### config.mk
export PLATFORM = sky130hd
export DESIGN_NAME = ramsdp_pipe
export DESIGN_NICKNAME = d
export VERILOG_FILES = /design/src/rtl/ramsdp_pipe.sv
export SDC_FILE = /design/constraint.sdc
export NUM_CORES = 2
export LEC_CHECK = 0
export CAP_MARGIN = 20
export CORE_MARGIN = 2
export CORE_UTILIZATION = 24
export CTS_CLUSTER_DIAMETER = 200
export DETAILED_ROUTE_END_ITERATION = 10
export HOLD_SLACK_MARGIN = 0.12
export PLACE_DENSITY = 0.37
export REMOVE_ABC_BUFFERS = 1
export SLEW_MARGIN = 10
export SYNTH_ARGS = -nofsm -noshare
export SYNTH_HDL_FRONTEND = slang
export SYNTH_SLANG_ARGS = --single-unit
### constraint.sdc
create_clock -name clk -period 3.48 [get_ports clk]
set_clock_uncertainty 0.1 [all_clocks]
set_input_delay 1.044 -clock clk [delete_from_list [all_inputs] [get_ports clk]]
set_output_delay 1.044 -clock clk [all_outputs]
set_load 0.01 [all_outputs]
### src/rtl/ramsdp_pipe.sv
// Simple dual-port RAM: masked write port A, read port B with 1/2-cycle latency,
// optional same-address write bypass and a one-cycle read-valid strobe.
module ramsdp_pipe #(
  parameter int unsigned DW     = 32,
  parameter int unsigned AW     = 6,
  parameter int unsigned BW     = 8,
  parameter int unsigned RDLAT  = 1,
  parameter int unsigned BYPASS = 0
) (
  input  logic             clk,
  input  logic             nreset,
  input  logic             en_a,
  input  logic             we_a,
  input  logic [DW/BW-1:0] wmask_a,
  input  logic [AW-1:0]    addr_a,
  input  logic [DW-1:0]    din_a,
  input  logic             en_b,
  input  logic [AW-1:0]    addr_b,
  output logic [DW-1:0]    dout_b,
  output logic             valid_b
);

  localparam int unsigned NL    = DW / BW;
  localparam int unsigned Depth = 2 ** AW;

  if (DW % BW != 0) begin : g_bad_bw
    $error("ramsdp_pipe: DW must be a multiple of BW");
  end
  if (RDLAT != 1 && RDLAT != 2) begin : g_bad_rdlat
    $error("ramsdp_pipe: RDLAT must be 1 or 2");
  end

  logic [DW-1:0] mem [Depth];
  logic          wr_en;
  logic [DW-1:0] rd_word;
  logic          stage_v;
  logic [DW-1:0] stage_d;

  // Writes are suppressed while reset is held, even though the array has no reset.
  assign wr_en = nreset & en_a & we_a;

  always_ff @(posedge clk) begin
    if (wr_en) begin
      for (int i = 0; i < NL; i++) begin
        if (wmask_a[i]) mem[addr_a][i*BW +: BW] <= din_a[i*BW +: BW];
      end
    end
  end

  always_comb begin
    rd_word = mem[addr_b];
    if (BYPASS != 0 && wr_en && addr_a == addr_b) begin
      for (int i = 0; i < NL; i++) begin
        if (wmask_a[i]) rd_word[i*BW +: BW] = din_a[i*BW +: BW];
      end
    end
  end

  if (RDLAT == 2) begin : g_lat2
    logic          pipe_v;
    logic [DW-1:0] pipe_d;

    always_ff @(posedge clk or negedge nreset) begin
      if (!nreset) begin
        pipe_v <= 1'b0;
        pipe_d <= '0;
      end else begin
        pipe_v <= en_b;
        if (en_b) pipe_d <= rd_word;
      end
    end

    assign stage_v = pipe_v;
    assign stage_d = pipe_d;
  end else begin : g_lat1
    assign stage_v = en_b;
    assign stage_d = rd_word;
  end

  always_ff @(posedge clk or negedge nreset) begin
    if (!nreset) begin
      valid_b <= 1'b0;
      dout_b  <= '0;
    end else begin
      valid_b <= stage_v;
      if (stage_v) dout_b <= stage_d;
    end
  end

endmodule
==> reports/metrics.cfg <==
[final_layout]
drive_above_1_share_pct=26.0
syn2layout_area_growth_pct=23.8
layout.nets=4919
nFillCells=32600
final_core_util_pct=29.8

[floorplanning]
std_cell_rows=212
die_h_um=583
die-area_um2=339000
coreArea_um2=333000
fp.dieW_um=583
initial_core_util_pct=24.1
ios=86

[clocking]
clk_path_buf_depth=4
htree_levels=4
cts_resized=0
clock_latency_ns=0.90
clock-sinks=2081
tritoncts=built
hold_buffers=0
path_clk_slew_ns=0.06
cts_buffers=236
ctsRootBufferMaster=clkbuf_16
cts_setup_buffers=0

[setup_path]
critPathMaxFanout=16
rr_worst_depth=5
startpoint_type=input pin
cp_slowest_stage_delay_ns=0.63
critPathTopFamily=simple AND/OR/NAND/NOR gates
worstPathRequired_ns=4.17
endpoint_kind=flip-flop
path_class=input pin to flip-flop
path_cells=clkdlybuf4s50_1 > buf_4 > nand4b_1 > buf_12 > o22ai_1 > nor3_1 > nand4_1 > a221o_1
crit_cells=8
worstPathBufferInverterCount=3
reg2reg_slack_ns=1.01
critPathArrivalTime_ns=4.00
cp_slowest_cell=nor3_1

[yosys]
yosys.area.top_type=edfxtp_1
synth_edf_count=2048
synthesis.area_um2=80400
syn_avg_cell_area_um2=19.4
synth_seq_cells=2081
ys_warn_count=0
synth_top_area_share_pct=76.5
synth.distinct_cells=33
syn_inst=4142
async_reset_ff_share_pct=1.59
ys_top_cells_by_count=edfxtp_1, mux2i_1, nor2_1
synth_most_common_cell=edfxtp_1
ys_top_cells_by_area=edfxtp_1, mux4_2, mux2i_1
yosysSeqAreaShare_pct=77.6
synth_top_flop_cell=edfxtp_1

[placement]
dp_hpwl_um=179000
place_congestion=0.819
port_buffers=85

[power_and_ir_drop]
ir_worst_vdd_uv=377
power.density_nw_per_um2=549
leakage_nw=32.7

[timing]
fmax_ghz=0.302
hold_violations=0
tns_ns=0
grt_setup_unrepaired=no
drv_slew=0
worst_slew_pin_slew_ns=0.969
finalCritPeriodShare_pct=95.1
setup_viol=0
max_slew_margin_pct=35.4
fin_crit_ns=3.31

[grt]
grtUsageTotal_pct=15.3
grt_pass1_wl_um=366000
grt_max_degree=65
grt_pass1_vias=43800
grt-ovfl-total=0
antenna_found_initial=12

[drt]
wire_per_inst_um=27.9
post-route-drc-count=0
postRouteAntennaNets=0
dr.pass1.iters=5
drtIter0Drc=3597
route.vias.total=42700
vias_per_cell=4.52
drt_wl_total_um=264000

[worst_hold_path]
hold_path.class=input pin to flip-flop
whs_path_depth=1

[job]
max_cap_viol_count=0

[status]
status=finished clean

==> flip-flops by register name, indices dropped and copies added, names as in the netlist <==
signal and flops:
dout_b 32, valid_b 1, mem 2048
==> report_power, final <==
part           leakage [nW]  total (mW)  switching [mW]  internal, mW
clock network          3.56        23.8            10.1          13.7
registers              18.8        27.7           0.124          27.6
logic                  10.3        3.08            1.92          1.16
total                  32.7        54.6            12.1          42.4
==> cell type report <==
class	instances	area, µm²	share of cell area [%]
Tap cell	4387	5490	5.52
Sequential cell	2081	62300	62.7
Clock buffer	317	6390	6.43
Antenna cell	3	7.51	0.00755
Timing Repair Buffer	740	7430	7.47
Clock inverter	111	896	0.901
Multi-Input combinational cell	1807	16900	17.0
==> kinds of logic after synthesis <==
logic type,after synthesis,synth area share (%)
buf+inv,254,1.51
simple gates,592,3.20
compound gates,479,4.08
flops,2081,77.6
mux,736,13.7
==> metrics by stage <==
stage	hold slack [ns]	power [mW]	std cells	setup WS (ns)	area, µm²
floorplan	0.550	29.2	3888	-0.801	79100
global placement	0.638	31.4	9015	-0.804	92200
detailed placement	0.628	31.4	9015	-0.809	92200
CTS	0.174	55.4	9443	0.160	99400
global route	0.211	56.4	9444	0.130	99400
finish	0.254	54.6	9446	0.171	99400
==> per-layer routing <==
metal  part of all wire (%)  track usage [%]  vias up  wire, µm
li1                       -                -    18400         -
met3                    4.4             2.47      324     11600
met2                     46             24.1      973    122000
met5                   0.12            0.482        -       310
met4                    2.5             3.97       12      6590
met1                     47             21.8    23000    123000
==> worst register-to-register path, cell delays in order, from the launching register on <==
cell and delay, ns:
edfxtp_1 0.36, mux2i_1 0.34, o22ai_1 0.17, nor3_1 0.63, nand4_1 0.36, a221o_1 0.43
==> worst paths after layout <==
kind | start | endpoint
setup / recovery | addr_b[1] | dout_b[25]$_DFFE_PN0P_
setup reg to reg | mem[38][25]$_DFFE_PP_ | dout_b[25]$_DFFE_PN0P_
hold reg to reg | dout_b[21]$_DFFE_PN0P_ | dout_b[21]$_DFFE_PN0P_
max in group asynchronous | nreset | dout_b[8]$_DFFE_PN0P_
hold / removal | din_a[30] | mem[24][30]$_DFFE_PP_
min in group asynchronous | nreset | dout_b[25]$_DFFE_PN0P_
==> cell usage in the layout, fill, tap and decap left out, drive strengths merged <==
| cell | count |
|---|---|
| dfrtp | 33 |
| clkdlybuf4s50 | 48 |
| nand2 | 139 |
| and3b | 3 |
| nand4b | 2 |
| nand2b | 35 |
| nand4 | 33 |
| and3 | 3 |
| diode | 3 |
| and2 | 2 |
| inv | 5 |
| nand3 | 32 |
| nand4bb | 2 |
| clkinvlp | 5 |
| a221oi | 32 |
| clkinv | 89 |
| o21ai | 96 |
| o22ai | 96 |
| or4b | 1 |
| nor2 | 295 |
| a221o | 32 |
| or2 | 1 |
| buf | 692 |
| a22oi | 191 |
| nor3 | 34 |
| bufinv | 12 |
| a21oi | 32 |
| edfxtp | 2048 |
| nor2b | 4 |
| mux4 | 288 |
| nor3b | 6 |
| clkbuf | 317 |
| mux2i | 448 |
Power figures use the tool's default switching activity.
